===== config.mk =====
export PLATFORM = sky130hd
export DESIGN_NAME = processing_element_array
export DESIGN_NICKNAME = d
export VERILOG_FILES = /design/src/rtl/processing_element_array.sv
export SDC_FILE = /design/constraint.sdc
export NUM_CORES = 1
export LEC_CHECK = 0
export ABC_CLOCK_PERIOD_IN_PS = 7500
export CORE_UTILIZATION = 51
export CTS_BUF_LIST = sky130_fd_sc_hd__clkbuf_16
export DETAILED_ROUTE_END_ITERATION = 12
export DONT_BUFFER_PORTS = 1
export GPL_TIMING_DRIVEN = 0
export HOLD_SLACK_MARGIN = 0.03
export PLACE_DENSITY = 0.66
export SYNTH_ARGS = -nofsm -noshare
export SYNTH_HDL_FRONTEND = slang
export SYNTH_SLANG_ARGS = --single-unit

===== constraint.sdc =====
create_clock -name i_clk -period 7.5 [get_ports i_clk]
set_input_delay 2.25 -clock i_clk [delete_from_list [all_inputs] [get_ports i_clk]]
set_output_delay 2.25 -clock i_clk [all_outputs]
set_load 0.02 [all_outputs]

===== src/rtl/processing_element_array.sv =====
// Weight-stationary systolic array of NUM_ROWS x NUM_COLS multiply-accumulate PEs.
// Activations flow left to right, partial sums flow top to bottom, and one global advance stalls the whole grid.
module processing_element_array #(
  parameter int NUM_ROWS  = 2,
  parameter int NUM_COLS  = 2,
  parameter int BIT_WIDTH = 8
) (
  input  logic                 i_clk,
  input  logic                 i_rst,
  input  logic [BIT_WIDTH:0]   i_msg_recv_msg [NUM_ROWS],
  input  logic [NUM_ROWS-1:0]  i_msg_recv_val,
  output logic [NUM_ROWS-1:0]  o_msg_recv_rdy,
  output logic [BIT_WIDTH-1:0] o_prod_send_msg [NUM_COLS],
  output logic [NUM_COLS-1:0]  o_prod_send_val,
  input  logic [NUM_COLS-1:0]  i_prod_send_rdy
);

  logic [BIT_WIDTH-1:0] w_q [NUM_ROWS][NUM_COLS];
  logic [BIT_WIDTH-1:0] w_d [NUM_ROWS][NUM_COLS];
  logic [BIT_WIDTH-1:0] a_q [NUM_ROWS][NUM_COLS];
  logic [BIT_WIDTH-1:0] a_d [NUM_ROWS][NUM_COLS];
  logic                 av_q [NUM_ROWS][NUM_COLS];
  logic                 av_d [NUM_ROWS][NUM_COLS];
  logic [BIT_WIDTH-1:0] p_q [NUM_ROWS][NUM_COLS];
  logic [BIT_WIDTH-1:0] p_d [NUM_ROWS][NUM_COLS];
  logic                 pv_q [NUM_ROWS][NUM_COLS];
  logic                 pv_d [NUM_ROWS][NUM_COLS];

  logic [BIT_WIDTH-1:0] in_data  [NUM_ROWS][NUM_COLS];
  logic                 in_val   [NUM_ROWS][NUM_COLS];
  logic [BIT_WIDTH-1:0] w_shift  [NUM_ROWS][NUM_COLS];
  logic [BIT_WIDTH-1:0] psum_up  [NUM_ROWS][NUM_COLS];
  logic                 pv_up    [NUM_ROWS][NUM_COLS];
  logic [BIT_WIDTH-1:0] prod     [NUM_ROWS][NUM_COLS];
  logic [BIT_WIDTH-1:0] psum     [NUM_ROWS][NUM_COLS];

  logic [BIT_WIDTH-1:0] inj_data [NUM_ROWS];
  logic                 inj_val  [NUM_ROWS];
  logic                 wgt_load [NUM_ROWS];
  logic                 adv;

  // A column holding a result its consumer will not take freezes every register in the grid.
  assign adv            = &(~o_prod_send_val | i_prod_send_rdy);
  assign o_msg_recv_rdy = {NUM_ROWS{adv & i_rst}};

  for (genvar gr = 0; gr < NUM_ROWS; gr++) begin : g_row
    logic accept;
    assign accept        = i_msg_recv_val[gr] & adv;
    assign wgt_load[gr]  = accept & i_msg_recv_msg[gr][BIT_WIDTH];
    assign inj_val[gr]   = accept & ~i_msg_recv_msg[gr][BIT_WIDTH];
    assign inj_data[gr]  = inj_val[gr] ? i_msg_recv_msg[gr][BIT_WIDTH-1:0] : '0;
  end

  for (genvar gr = 0; gr < NUM_ROWS; gr++) begin : g_pe_row
    for (genvar gc = 0; gc < NUM_COLS; gc++) begin : g_pe_col
      if (gc == 0) begin : g_left_edge
        assign in_val[gr][gc]  = inj_val[gr];
        assign in_data[gr][gc] = inj_data[gr];
        assign w_shift[gr][gc] = i_msg_recv_msg[gr][BIT_WIDTH-1:0];
      end else begin : g_inner_col
        assign in_val[gr][gc]  = av_q[gr][gc-1];
        assign in_data[gr][gc] = a_q[gr][gc-1];
        assign w_shift[gr][gc] = w_q[gr][gc-1];
      end

      // Row 0 starts a fresh sum; lower rows extend the sum from the PE directly above.
      if (gr == 0) begin : g_top_edge
        assign psum_up[gr][gc] = '0;
        assign pv_up[gr][gc]   = 1'b1;
      end else begin : g_inner_row
        assign psum_up[gr][gc] = p_q[gr-1][gc];
        assign pv_up[gr][gc]   = pv_q[gr-1][gc];
      end

      assign prod[gr][gc] = in_val[gr][gc] ? in_data[gr][gc] * w_q[gr][gc] : '0;
      assign psum[gr][gc] = prod[gr][gc] + psum_up[gr][gc];
    end
  end

  always_comb begin
    w_d  = w_q;
    a_d  = a_q;
    av_d = av_q;
    p_d  = p_q;
    pv_d = pv_q;
    if (adv) begin
      for (int r = 0; r < NUM_ROWS; r++) begin
        for (int c = 0; c < NUM_COLS; c++) begin
          if (wgt_load[r]) begin
            w_d[r][c] = w_shift[r][c];
          end
          a_d[r][c]  = in_data[r][c];
          av_d[r][c] = in_val[r][c];
          p_d[r][c]  = psum[r][c];
          pv_d[r][c] = in_val[r][c] & pv_up[r][c];
        end
      end
    end
  end

  always_ff @(posedge i_clk or negedge i_rst) begin
    if (!i_rst) begin
      for (int r = 0; r < NUM_ROWS; r++) begin
        for (int c = 0; c < NUM_COLS; c++) begin
          w_q[r][c]  <= '0;
          a_q[r][c]  <= '0;
          av_q[r][c] <= 1'b0;
          p_q[r][c]  <= '0;
          pv_q[r][c] <= 1'b0;
        end
      end
    end else begin
      w_q  <= w_d;
      a_q  <= a_d;
      av_q <= av_d;
      p_q  <= p_d;
      pv_q <= pv_d;
    end
  end

  for (genvar gc = 0; gc < NUM_COLS; gc++) begin : g_out
    assign o_prod_send_msg[gc] = p_q[NUM_ROWS-1][gc];
    assign o_prod_send_val[gc] = pv_q[NUM_ROWS-1][gc];
  end

endmodule


==> results by group, run 1 <==
Yosys
  • Syn_area_per_cell: 10.0 um2
  • Yosys top cell area share: ~29%
  • Synth area leader: dfrtp_1
  • Syn Std Cell Area: 7450 um2
  • Ys flop type: dfrtp_1
  • Yosys warns: 0
  • Mapped Cells: ~740
  • Netlist cell types: 36
  • Post-synth EDFFs: 0
  • Async S/R FF share, synth: 100%
  • Syn nets: 895
  • Yosys reg bits: between 80 and 90
  • Synth top area cells: dfrtp_1 29%, fa_1 13%, ha_1 13%
  • Post-synthesis sequential area ratio: 28.6%

STA
  • Setup_tns: 0 ns
  • Final-report hold violation count: 0
  • Final setup viols: 0
  • Period utilization: 95.1%
  • Clk_skew: 0.0105 ns
  • Normalized max-slew margin: 60.9%
  • Slew Limit Fails: 0
  • Min cycle time layout: 7.13 ns
  • Hold slack: 0.491 ns
  • Max Clk Rate: 0.140 GHz
  • Worst-margin pin slew: 0.587 ns
  • RSZ-0062 raised after global routing: no

Clock network
  • Postcts setup bufs: 0
  • CTS Hold Buffers Added: 0
  • CTS buffer count: 9
  • CTS tree: built
  • Root Buffer Master: clkbuf_16
  • Clock tree sinks: 85
  • Worst-path clk slew: 0.06 ns
  • CTS max path bufs: 2
  • Skew-Pair Late Insertion Delay: 0.35 ns
  • H-tree depth: 3

Cells and area
  • Commonest non-fill, non-tap cell in the layout: inv_1
  • Design area: ~8000 um2
  • Layout fillers: 1219
  • Commonest cells after routing, fill and taps aside: 88 x inv_1, 85 x dfrtp_1, 78 x ha_1
  • Layout area overhead: 6.92%
  • # diodes: 0
  • Final #Nets: 905
  • Share of layout cells above drive strength 1: a little under an eighth

Floorplan
  • FP Rows: 43
  • Die Area: 15100 um2
  • Top-level I/O count: 44
  • Die Y: approximately 120 um
  • Initial Utilization: between 50% and 60%
  • Die W: between 100 and 150 um
  • Core area: 14000 um2

Job
  • Max-Cap Viols: 0

GRT
  • First-pass GRT wire length: 25600 um
  • Largest net degree at the start of global routing: 87
  • Met2 global-route usage: 36.3%
  • Total grt overflow: 0
  • Vias in the first global route: roughly 5300
  • GR met3 Demand/Resource: approximately 3.7%
  • Initial antenna violation count: 0
  • Most used routing layer: met2
  • Met1 Resource Use GR: around 30%
  • All-Layer GR Usage: between 20% and 30%

Setup path
  • Critical Path AT: 7.36 ns
  • CP Launch Type: primary input
  • CP required: 7.73 ns
  • Crit Path Class: in -> reg
  • CP endpoint kind: flip-flop
  • Worst-path maximum fanout: 10

Routing
  • DRC errors left: 0
  • Initial drt markers: between 200 and 250
  • DR vias: 5049
  • Drt first pass iters: 4
  • WL/cell: 15.7 um
  • Final ANT Viol Nets: 0
  • Vias/cell: approximately 5.4
  • Total Routed Length: between 10000 and 15000 um

Placement
  • GP Congestion: 0.836
  • Post-DP HPWL: 11800 um
  • Number of buffers added on ports: 0
  • Post-Place Cell Area: approximately 7700 um2

Power and ir drop
  • Max rail drop VDD: 0.000133 V
  • Leakage power: 4.28 nW
  • Power per Cell Area: 194 nW/um2

Status
  • Status: finished clean

Hold path
  • Hold crit path type: reg -> reg
registers in the layout (all words and copies together) (netlist names):
register,cells
a_q,16
av_q,2
o_prod_send_msg,16
o_prod_send_val,2
p_q,16
pv_q,1
w_q,32
where the power goes:
part           leakage, nW  total [mW]  internal (mW)  switching [mW]
Sequential            1.09       0.623          0.535          0.0882
Clock                0.131       0.412          0.225           0.187
Combinational         3.06       0.507          0.257           0.250
cell type report:
class                   count  area (um2)  area share (%)
well taps                 180         225            2.83
inverters                  91         342            4.29
clock inverters             7        50.0           0.629
clock buffers               9         225            2.83
multi-input cells         524        4760            59.7
flip-flops and latches     85        2130            26.7
plain buffers              42         236            2.97
path summary, 6_finish.rpt:
kind	cells past startpoint	from	endpoint	slack, ns
worst max-delay path	21	i_prod_send_rdy[0]	o_prod_send_msg[15]	0.37
worst min-delay path	2	o_prod_send_msg[3]	o_prod_send_msg[3]	0.49
worst max register to register	21	o_prod_send_val[0]	o_prod_send_msg[15]	1.83
worst min register to register	2	o_prod_send_msg[3]	o_prod_send_msg[3]	0.49
max in group asynchronous	0	i_rst	o_prod_send_msg[11]	5.76
min in group asynchronous	0	i_rst	pv_q[2]	1.60
cells in the mapped netlist (2+ instances only):
cell	count
xnor3_1	5
a21oi_1	16
nand2_2	3
a22o_1	23
mux2_2	32
mux2_4	2
clkbuf_1	22
ha_1	78
xnor2_1	45
nor2_1	4
and3_1	44
inv_2	3
and2_1	52
inv_1	88
nand2_1	74
nor3_1	4
a2111oi_0	2
buf_4	20
xor2_1	20
dfrtp_1	85
o21ai_1	18
fa_1	50
nand3_1	19
and2_2	6
o21bai_1	4
a21o_1	14
repair_timing:
action | CTS | global route
resized for setup | 3 | 5
setup endpoints to repair | 1 | 1
gates cloned | 0 | 0
per-layer routing:
metal	vias to the layer above	share of wire, %
li1	2452	-
met1	2502	48
met2	75	47
met3	20	3.3
met4	0	1.8
met5	-	0
stage by stage:
stage	util, %	setup slack (ns)	cells	power [mW]
2_1_floorplan	-	0.145	743	1.02
3_3_place_gp	54.6	-0.719	923	1.12
3_5_place_dp	54.6	-0.907	923	1.14
4_1_cts	56.6	0.0624	938	1.56
5_1_grt	56.7	0.0628	938	1.66
6_report	56.7	0.369	938	1.54
cells by family (layout without fill, tap and decap cells):
kind of cell	Yosys count	in the layout	share of synthesized area [%]
buffers and inverters	134	149	7.78
flip-flops	85	85	28.6
multiplexers	34	34	5.24
adder cells (fa/ha/maj)	128	128	26.5
XOR/XNOR	72	72	9.69
AND/OR/NAND/NOR	209	209	14.7
AO/OA/AOI/OAI	81	81	7.51
critical path: stages:
cell	delay [ns]
nand2b_1	0.16
o21a_4	0.26
nand2_1	0.12
nor2_4	0.19
clkbuf_2	0.29
nand3_1	0.14
fa_1	0.54
inv_1	0.04
ha_1	0.26
inv_1	0.05
fa_1	0.46
fa_1	0.56
inv_1	0.05
ha_1	0.31
xnor2_1	0.13
and2_1	0.16
ha_1	0.20
a2111oi_1	0.38
nor3_1	0.16
xor3_1	0.37
mux2_4	0.26
Power figures use the tool's default switching activity.
==> run 2, diff against run 1 <==
--- a/config.mk
+++ b/config.mk
@@ -13,6 +13,7 @@
 export GPL_TIMING_DRIVEN = 0
 export HOLD_SLACK_MARGIN = 0.03
 export PLACE_DENSITY = 0.66
+export REMOVE_ABC_BUFFERS = 1
 export SYNTH_ARGS = -nofsm -noshare
 export SYNTH_HDL_FRONTEND = slang
 export SYNTH_SLANG_ARGS = --single-unit
==> run 2 against run 1 <==
Routed wire length decreased by 3.5%. First-iteration DRC count down 6.5%. Flip-flop and latch count stayed put. Sequential power up 5.3%. Global-route usage decreased by 1.0 points. Combinational power down 11%. Clock skew is 0.0033 ns lower. Design area down 1.1%. Maximum frequency shrank 0.26%. Clock-buffer cell count unchanged. Setup slack got worse by 0.019 ns. Utilization shrank 0.61 points. Critical path type unchanged. Largest cell class unchanged. Highest routed layer unchanged.
==> results by group, run 2 (synthesized netlist as in run 1, its figures left out) <==
STA
  • Min cycle time layout: 7.15 ns
  • Final setup viols: 0
  • Normalized max-slew margin: 42.2%
  • Period utilization: a little over nine tenths
  • Setup_tns: 0 ns
  • Slew Limit Fails: 0
  • Worst-margin pin slew: 0.865 ns
  • Clk_skew: between 0.007 and 0.008 ns
  • Max Clk Rate: 0.140 GHz
  • RSZ-0062 raised after global routing: no
  • PnR worst setup slack: 0.350 ns
  • Final-report hold violation count: 0

Power and ir drop
  • Leakage power: 4.23 nW
  • Max rail drop VDD: 0.000146 V
  • Power per Cell Area: 199 nW/um2
  • Total power draw: 1.57 mW

Cells and area
  • Commonest non-fill, non-tap cell in the layout: inv_1
  • Commonest cells after routing, fill and taps aside: 90 x inv_1, 85 x dfrtp_1, 78 x ha_1
  • Top reg by flops: w_q
  • Fin util: 56.1%
  • # diodes: 0
  • Max FFs per register: 32
  • Final #Nets: 871
  • Layout area overhead: 5.78%
  • Share of layout cells above drive strength 1: 10.4%

GRT
  • First-pass GRT wire length: roughly 24000 um
  • Vias in the first global route: 5114
  • Initial antenna violation count: 0
  • All-Layer GR Usage: 20.9%
  • Largest net degree at the start of global routing: 87
  • Total grt overflow: 0

Clock network
  • Skew-Pair Late Insertion Delay: 0.35 ns
  • CTS tree: built
  • Worst-path clk slew: 0.06 ns
  • H-tree depth: 3
  • CTS buffer count: 9
  • CTS max path bufs: 2
  • Root Buffer Master: clkbuf_16
  • Clock tree sinks: 85

Floorplan
  • Initial Utilization: a little over half
  • Die Area: 15100 um2
  • Top-level I/O count: 44
  • Core area: 14000 um2
  • FP Rows: 43
  • Die W: 123 um
  • Die Y: 123 um

Setup path
  • Crit path max-delay family: adder cells
  • CP required: 7.73 ns
  • Slowest stage delay, CP: 0.58 ns
  • Crit-path cells: nand2b_1, o21a_4, nand2_1, nor2_4, buf_16, and3_1, fa_1, inv_1, fa_1, fa_1, fa_1, inv_1, ha_1, xnor2_1, and2_1, ha_1, a2111oi_0, nor3_1, xor3_1, mux2_4
  • Slowest CP cell: fa_1
  • CP dominant cell by count: fa_1
  • Buf/Inv on CP: 3
  • CP endpoint kind: flip-flop
  • CP Launch Type: primary input
  • Crit Path Class: in -> reg
  • Critical Path AT: ~7.4 ns
  • Worst-path maximum fanout: 29

Routing
  • DR vias: 4897
  • WL/cell: 15.8 um
  • Drt first pass iters: 5
  • Initial drt markers: 232
  • Total Routed Length: approximately 14000 um
  • Final ANT Viol Nets: 0
  • DRC errors left: 0
  • Vias/cell: 5.42

Placement
  • GP Congestion: approximately 0.83
  • Post-DP HPWL: 10600 um
  • Pre-CTS WS: -0.878 ns
  • Number of buffers added on ports: 0

Status
  • Status: finished clean

Hold path
  • Hold crit path type: reg -> reg

Job
  • Max-Cap Viols: 0
==> run 2: cell types whose count changed in the layout (fill, tap and decap cells not counted), sizes merged <==
cell      delta
clkinvlp     -1
bufinv       +2
buf         -13
clkbuf      -21
clkinv       -3
inv          +1
==> run 2: final cells by class <==
cell class	instances	area, um2
fillers	1189	6160
multi-input cells	524	4770
flip-flops and latches	85	2130
inverters	91	342
clock buffers	9	225
well taps	180	225
repair buffers	8	108
clock inverters	6	81.3
==> run 2: stage by stage <==
stage	hold slack, ns	std cells	area (um2)
CTS	0.486	898	7840
detailed placement	0.467	883	7520
floorplan	0.445	700	7210
finish	0.481	903	7880
global placement	0.463	880	7430
global route	0.522	903	7880
==> run 2: timing repair <==
item	in CTS	in global routing
gates resized for setup	3	0
pin swaps	0	1
hold buffers	0	0
buffers inserted	0	5
setup endpoints to repair	1	1
==> run 2: path summary, 6_finish.rpt <==
check                                    from             endpoint  slack [ns]  cells past startpoint
max                        i_prod_send_rdy[0]  o_prod_send_msg[15]        0.35                     20
max in group asynchronous               i_rst   o_prod_send_msg[2]        5.74                      0
min                                   p_q[19]              p_q[19]        0.48                      2
min reg2reg                           p_q[19]              p_q[19]        0.48                      2
max reg2reg                o_prod_send_val[0]  o_prod_send_msg[15]        1.74                     21
min in group asynchronous               i_rst              p_q[25]        1.59                      0
==> run 2: worst min-delay path, stage by stage, from the launching register on <==
cell and delay [ns]:
dfrtp_1 0.35, nand2_1 0.05, nand2_1 0.05
==> run 2: metal layers <==
metal / vias up / part of all wire (%) / GRT usage [%]
li1: 2362 / - / -
met4: 0 / 1.6 / 6.48
met2: 100 / 50 / 35.5
met1: 2416 / 44 / 26.7
met5: - / 0 / 0
met3: 19 / 4.1 / 4.32
==> run 2: report_power, final <==
group	internal, mW	switching (mW)	total, mW
combinational	0.239	0.213	0.452
clock	0.287	0.174	0.461
sequential	0.535	0.120	0.656
total	1.06	0.507	1.57
==> run 3, diff against run 2 <==
--- a/config.mk
+++ b/config.mk
@@ -5,7 +5,7 @@
 export SDC_FILE = /design/constraint.sdc
 export NUM_CORES = 1
 export LEC_CHECK = 0
-export ABC_CLOCK_PERIOD_IN_PS = 7500
+export ABC_CLOCK_PERIOD_IN_PS = 7200
 export CORE_UTILIZATION = 51
 export CTS_BUF_LIST = sky130_fd_sc_hd__clkbuf_16
 export DETAILED_ROUTE_END_ITERATION = 12
==> constraint.sdc (replaced) <==
create_clock -name i_clk -period 7.2 [get_ports i_clk]
set_input_delay 2.16 -clock i_clk [delete_from_list [all_inputs] [get_ports i_clk]]
set_output_delay 2.16 -clock i_clk [all_outputs]
set_load 0.02 [all_outputs]
==> run 3 against run 2 <==
Highest routed layer unchanged. Clock-buffer cell count is the same. Clock skew is essentially flat. Utilization grew 0.12 points. Non-clock buffer count is the same. Sequential power grew 4.1%. Clock power grew 4.3%. Setup slack lost 0.089 ns. Global-route usage is essentially flat. Via count shrank 0.16%. Sequential share of layout area shrank 0.060 points. Register-to-register slack lost 0.14 ns. Hold slack is essentially flat.
==> results by group, run 3 (synthesized netlist as in run 1, its figures left out) <==
Placement
  • Post-DP HPWL: 10600 um
  • GP Congestion: 0.827
  • Pre-CTS WS: -1.09 ns
  • Number of buffers added on ports: 0

Cells and area
  • Commonest non-fill, non-tap cell in the layout: inv_1
  • Share of layout cells above drive strength 1: 10.8%
  • # diodes: 0
  • Layout area overhead: 6.01%
  • Top reg by flops: w_q
  • Final #Nets: 872
  • Multi-input gate area: 4790 um2
  • Commonest cells after routing, fill and taps aside: 90 x inv_1, 85 x dfrtp_1, 78 x ha_1
  • Layout fillers: 1188
  • Max FFs per register: 32
  • Sequential cell area: 2130 um2

Floorplan
  • Die Area: between 15000 and 20000 um2
  • Die W: around 120 um
  • Initial Utilization: 53.0%
  • Die Y: 123 um
  • Core area: 14000 um2
  • Top-level I/O count: 44
  • FP Rows: 43

STA
  • RSZ-0062 raised after global routing: no
  • Worst-margin pin slew: slightly below 0.9 ns
  • Clk_skew: 0.00744 ns
  • Min cycle time layout: between 6 and 7 ns
  • Hold slack: 0.481 ns
  • Final-report hold violation count: 0
  • Normalized max-slew margin: between 40% and 50%
  • Period utilization: 96.4%
  • PnR worst setup slack: about 0.26 ns
  • Max Clk Rate: 0.144 GHz
  • Slew Limit Fails: 0
  • Final setup viols: 0

Setup path
  • R2r startpoint: o_prod_send_val[0]
  • Critical Path AT: 7.17 ns
  • CP endpoint kind: flip-flop
  • Slowest stage delay, CP: 0.59 ns
  • Reg2reg path depth: 20
  • CP Launch Type: primary input
  • Crit-path cells: nand2b_2, o21a_4, nand2_1, nor2_4, buf_16, and3_1, fa_1, inv_1, fa_1, fa_1, fa_1, inv_1, ha_1, xnor2_1, and2_1, ha_1, a2111oi_2, nor3_1, xor3_1, mux2_4
  • Worst-path maximum fanout: 29
  • CP dominant cell by count: fa_1
  • CP required: 7.43 ns
  • Buf/Inv on CP: 3
  • Crit Reg-Reg Endpoint: o_prod_send_msg[15]
  • Crit Path Class: in -> reg
  • Crit path max-delay family: adder cells
  • Slowest CP cell: fa_1
  • R2r setup slk: 1.60 ns

Clock network
  • CTS tree: built
  • Worst-path clk slew: 0.06 ns
  • CTS max path bufs: 2
  • H-tree depth: 3
  • CTS buffer count: 9
  • Skew-Pair Late Insertion Delay: approximately 0.35 ns
  • Clock tree sinks: 85
  • CTS Hold Buffers Added: 0
  • Root Buffer Master: clkbuf_16

Hold path
  • Hold endpoint: p_q[19]
  • Hold Path Stages: 2
  • Hold crit path type: reg -> reg
  • Min-delay src: p_q[19]

Power and ir drop
  • Leakage power: 4.23 nW
  • Power per Cell Area: 207 nW/um2
  • Max rail drop VDD: ~0.00015 V

Status
  • Status: finished clean

Routing
  • DR vias: about 4900
  • Initial drt markers: 245
  • Drt first pass iters: 5
  • Vias/cell: 5.41
  • WL/cell: 16.0 um
  • Final ANT Viol Nets: 0
  • Total Routed Length: 14400 um
  • DRC errors left: 0

GRT
  • First-pass GRT wire length: 24400 um
  • Largest net degree at the start of global routing: 87
  • Initial antenna violation count: 0
  • Total grt overflow: 0
  • All-Layer GR Usage: 20.9%
  • Vias in the first global route: 5119

Job
  • Max-Cap Viols: 0
[run 3: tightest hold or removal path, cell delays in order (launching register included)]
cell	delay, ns
dfrtp_1	0.35
nand2_1	0.05
nand2_1	0.05
[run 3: final cells by class]
type                            count  area share (%)
Timing Repair Buffer                8            1.36
Sequential cell                    85            26.9
Inverter                           91            4.33
Clock inverter                      6            1.03
Multi-Input combinational cell    525            60.6
Clock buffer                        9            2.85
Tap cell                          180            2.85
[run 3: per-stage QoR]
| stage | power, mW | instance area [um2] | utilization [%] | TNS, ns | instances |
|---|---|---|---|---|---|
| 6_report | 1.64 | 7900 | 56.2 | 0 | 904 |
| 5_1_grt | 1.75 | 7900 | 56.2 | 0 | 904 |
| 4_1_cts | 1.65 | 7850 | 55.9 | 0 | 899 |
| 3_5_place_dp | 1.16 | 7520 | 53.6 | -1.49 | 883 |
| 3_3_place_gp | 1.14 | 7430 | 52.9 | -8.65 | 880 |
| 2_1_floorplan | 1.03 | 7210 | - | -1.00 | 700 |
[run 3: report_power, final]
group | internal [mW] | leakage (nW) | switching (mW) | total (mW)
clock network | 0.299 | 0.158 | 0.182 | 0.481
registers | 0.558 | 1.09 | 0.126 | 0.683
logic | 0.250 | 2.98 | 0.223 | 0.473
[run 3: timing repair]
action / in CTS / in global routing
buffers inserted: 1 / 4
gates cloned: 0 / 1
setup endpoints to repair: 1 / 1
pin swaps: 1 / 0
gates resized for setup: 3 / 3
[run 3: how the worst max path moves through the flow]
stage / startpoint / end / slack (ns) / cells after the start
after floorplan: i_prod_send_rdy[0] / o_prod_send_msg[15] / -0.82 / 20
after global placement: i_prod_send_rdy[0] / o_prod_send_msg[15] / -2.04 / 20
after detailed placement: i_prod_send_rdy[0] / o_prod_send_msg[15] / -1.09 / 21
after CTS: i_prod_send_rdy[0] / o_prod_send_msg[15] / 0.02 / 21
after global routing: i_prod_send_rdy[0] / o_prod_send_msg[15] / 0.06 / 20
final: i_prod_send_rdy[0] / o_prod_send_msg[15] / 0.26 / 20
[run 3: routing by layer]
layer / wire length, um / track usage (%) / part of all wire (%)
met1: 6340 / 26.7 / 44
met2: 7330 / 35.5 / 51
met3: 530 / 4.32 / 3.7
met4: 229 / 6.48 / 1.6
met5: 0 / 0 / 0
==> edit 1, RTL diff (flow settings as in run 3) <==
Change the parameter `NUM_ROWS` from 2 to 4.
--- a/src/rtl/processing_element_array.sv
+++ b/src/rtl/processing_element_array.sv
@@ -3,3 +3,3 @@
 module processing_element_array #(
-  parameter int NUM_ROWS  = 2,
+  parameter int NUM_ROWS  = 4,
   parameter int NUM_COLS  = 2,
Ports: changed (resized i_msg_recv_msg, i_msg_recv_val and o_msg_recv_rdy); port bits go from 44 to 66. The function was not compared with the original's and may differ.
==> edit 1 against run 3 <==
Routed wire length increased by 120%; register-to-register slack got worse by 0.13 ns; count of clock-buffer cells in the layout increased by 8; sequential cell count up 86; setup slack worse by 0.0028 ns; critical endpoint is now p_q[47]; core utilization decreased by 1.1 points; non-clock buffer count is 7 higher; clock power up 89%; cell area is 110% higher; fmax hardly changed; sequential share of layout area decreased by 0.73 points; critical path depth unchanged; area after synthesis grew 110%; largest cell class unchanged; power up 90%.
==> edit 1: results <==
metrics = {
    "finish": {
        "fill_cells": 2703,
        "top_regs": "w_q x64, p_q x48, a_q x32",
        "nets": 1831,
        "final_layout_size_suffix_gt1_share_pct": 9.162,
        "multi_input_gates": 1121,
        "bufAreaShareNonClock_pct": 1.203,
        "inv_count": 189,
        "seq-cell-share_pct": 26.21,
        "nNonClkBuffers": 15,
        "clk_share_pct": 3.456,
        "multi_input_area_um2": 10090,
        "seq_cell_count": 171,
    },
    "worst_setup_path": {
        "cp_slowest_stage_delay_ns": 0.55,
        "worstPathArrival_ns": 7.26,
        "crit_fanout": 12,
    },
    "sta": {
        "worst_clock_skew_ns": 0.009558,
        "worst_slew_pin_slew_ns": 0.8961,
    },
    "status": {
        "status": "finished, final reports clean",
    },
    "place": {
        "hpwl_mm": 23.05,
        "gp_congestion": 0.8192,
        "place_inst": 1875,
        "place_ws_ns": -1.171,
    },
    "clock_network": {
        "cts_resized": 4,
        "clock_latency_ns": 0.44,
        "postCtsSetupBuffers": 5,
    },
    "routing": {
        "dr.pass1.iters": 4,
        "drtIter0Drc": 456,
        "routedWlPerCell_um": 16.34,
        "viasPerCell": 5.393,
        "wl_met1_mm": 14.25,
        "wl_met3_mm": 1.242,
        "routed-wl-met2_mm": 15.41,
    },
    "grt": {
        "met1_usage_pct": 28.67,
        "first_global_vias": 10720,
        "grt_pass1_wl_mm": 53.28,
        "met2_usage_pct": 36.66,
        "met3_usage_pct": 3.636,
        "grt_use_total_pct": 21.67,
        "grt_max_degree": 173,
    },
    "synth": {
        "ys_seq_area_share_pct": 27.87,
        "syn_area_per_cell_um2": 9.938,
        "synth_top_cells_by_count": "inv_1, dfrtp_1, ha_1, nand2_1, and2_1",
        "synthDistinctLibCells": 36,
        "yosys-top-cells-area": "dfrtp_1, ha_1, fa_1, mux2_2, xnor2_1",
    },
    "power": {
        "leakagePower_nw": 8.656,
        "netSwitchingFraction_pct": 33.74,
        "peakVddDrop_v": 0.0001626,
    },
}
-- edit 1: metrics by stage --
stage / utilization (%) / setup TNS, ns / area (um2)
floorplan: - / -4.629 / 15010
global placement: 52.29 / -216.81 / 15500
detailed placement: 52.83 / -4.874 / 15660
CTS: 54.98 / 0 / 16300
global route: 55.09 / -0.0005915 / 16330
finish: 55.09 / 0 / 16330
-- edit 1: worst max-delay path: cells and delay by family --
family / cells / cell delay, ns
compound gates: 2 / 0.68
xor+xnor: 2 / 0.61
fa+ha+maj: 6 / 2.37
buf+inv: 3 / 0.13
mux: 1 / 0.28
simple gates: 6 / 1.01
-- edit 1: cells by family after synthesis --
group                    share of synthesized area [%]
adder cells (fa/ha/maj)                          27.15
AND/OR/NAND/NOR                                  14.97
AO/OA/AOI/OAI                                    7.587
flip-flops                                       27.87
XOR/XNOR                                         10.41
multiplexers                                     5.159
buffers and inverters                            6.854
-- edit 1: path summary, 6_finish.rpt --
kind / start / end / slack (ns) / cells past startpoint
min in group asynchronous: i_rst / w_q[6] / 1.41 / 0
worst max-delay path: i_prod_send_rdy[0] / p_q[47] / 0.26 / 20
worst min register to register: p_q[52] / p_q[52] / 0.48 / 2
worst max register to register: o_prod_send_val[1] / p_q[47] / 1.47 / 20
max in group asynchronous: i_rst / w_q[63] / 5.45 / 0
worst min-delay path: p_q[52] / p_q[52] / 0.48 / 2
-- edit 1: power groups by stage --
stage                     Combinational (W)  Clock, W  Sequential, W
after global routing               0.000986  0.000968        0.00136
after global placement             0.000839         0        0.00135
after CTS                          0.000882  0.000932        0.00133
final                              0.000868  0.000910        0.00133
after detailed placement           0.000872         0        0.00135
after floorplan                    0.000705         0        0.00127
==> edit 2, RTL diff (settings of run 3) <==
Without the edit above. Make the reset (`i_rst`) synchronous in one clocked block.
--- a/src/rtl/processing_element_array.sv
+++ b/src/rtl/processing_element_array.sv
@@ -100,3 +100,3 @@
 
-  always_ff @(posedge i_clk or negedge i_rst) begin
+  always_ff @(posedge i_clk) begin
     if (!i_rst) begin
Behaviour: differs if i_rst is asserted again (counterexample within 4 cycles, from zero or initial values and one cycle with i_rst low); with i_rst held inactive, the same outputs for 4 cycles.
==> edit 2 against run 3 <==
Routed wire length up 8.2%; first-iteration DRC count grew 27%; area after synthesis up 0.22%; global-route usage rose by 1.1 points; sequential cell count unchanged; cell area down 0.40%; final cell count grew 13%; fmax up 2.7%; setup slack gained 0.18 ns; highest routed layer unchanged.
Power is not compared: it rests on default switching activity, and its combinational part moved more than twofold at a synthesized area within 25%.
==> edit 2: results <==
metrics = {
    "clock_network": {
        "postCtsSetupBuffers": 0,
        "cts-root-buf": "clkbuf_16",
        "cts_resized": 2,
        "cts_buffers": 9,
    },
    "synth": {
        "yosys-top-cells-area": "dfxtp_1, fa_1, ha_1, nand2_1, xnor2_1",
        "synth_compound_area_share_pct": 11.57,
        "synth_cells": 871,
        "synthDistinctLibCells": 35,
        "synth_top_cells_by_count": "nand2_1, inv_1, dfxtp_1, ha_1, and2_1",
        "synth-adder-area-share_pct": 26.49,
        "synthXorXnorAreaFrac_pct": 9.086,
        "ys_seq_area_share_pct": 22.80,
        "async_flop_share_pct": 0,
        "synth-main-ff-cell": "dfxtp_1",
        "synthMuxAreaShare_pct": 0,
    },
    "routing": {
        "dr.pass1.iters": 4,
        "num_vias": 5419,
        "drtIter0Drc": 310,
        "wl_met3_um": 658,
        "wl_met1_mm": 7.343,
        "routed-wl-met2_mm": 7.328,
        "finalWirelength_mm": 15.62,
    },
    "worst_setup_path": {
        "cp_slowest_stage_delay_ns": 0.56,
        "crit_end": "o_prod_send_msg[15]",
        "critical-path-slowest-cell": "fa_1",
        "crit_fanout": 11,
        "worstPathArrival_ns": 7.04,
        "rrSetupSlack_ns": 1.62,
        "r2r_start": "o_prod_send_val[0]",
    },
    "place": {
        "place_area_um2": 7468,
        "hpwl_mm": 11.19,
        "gp_congestion": 0.8882,
        "place_ws_ns": -0.9517,
    },
    "sta": {
        "worst_clock_skew_ns": 0.005541,
        "clock.fmax_ghz": 0.1481,
        "worst_slew_pin_slew_ns": 0.8154,
    },
    "status": {
        "status": "finished, final reports clean",
    },
    "power": {
        "power_leader": "the clock network",
    },
    "grt": {
        "met1_usage_pct": 28.86,
        "met3_usage_pct": 4.105,
        "met2_usage_pct": 36.17,
        "grt_use_total_pct": 22.01,
        "grt_pass1_wl_mm": 26.03,
    },
    "finish": {
        "fin_cells": 1017,
        "largest-register": "w_q",
        "nets": 984,
        "final_layout_size_suffix_gt1_share_pct": 3.465,
    },
}
[edit 2: cell types whose count changed in the layout (fill, tap and decap cells not counted), sizes merged, moves of 5 or more]
cell,delta
nand2,+61
nor2b,+28
a22o,-23
xor2,-6
a21boi,+50
a22oi,+24
dfxtp,+85
mux2,-34
o21ai,-5
dfrtp,-85
[edit 2: layout make-up]
class	instances	area, um2
fillers	1278	6232
clock buffers	9	225.2
clock inverters	7	106.4
flip-flops and latches	85	1702
inverters	92	345.3
repair buffers	7	117.6
multi-input cells	637	5142
well taps	180	225.2
[edit 2: worst min-delay path by stage]
stage                         end  cells after the start     from  slack [ns]
after floorplan           p_q[23]                      2  p_q[23]        0.44
after global placement    p_q[23]                      2  p_q[23]        0.46
after detailed placement  p_q[23]                      2  p_q[23]        0.47
after CTS                 p_q[23]                      2  p_q[23]        0.47
after global routing       w_q[7]                      2   w_q[7]        0.48
final                     p_q[23]                      2  p_q[23]        0.47
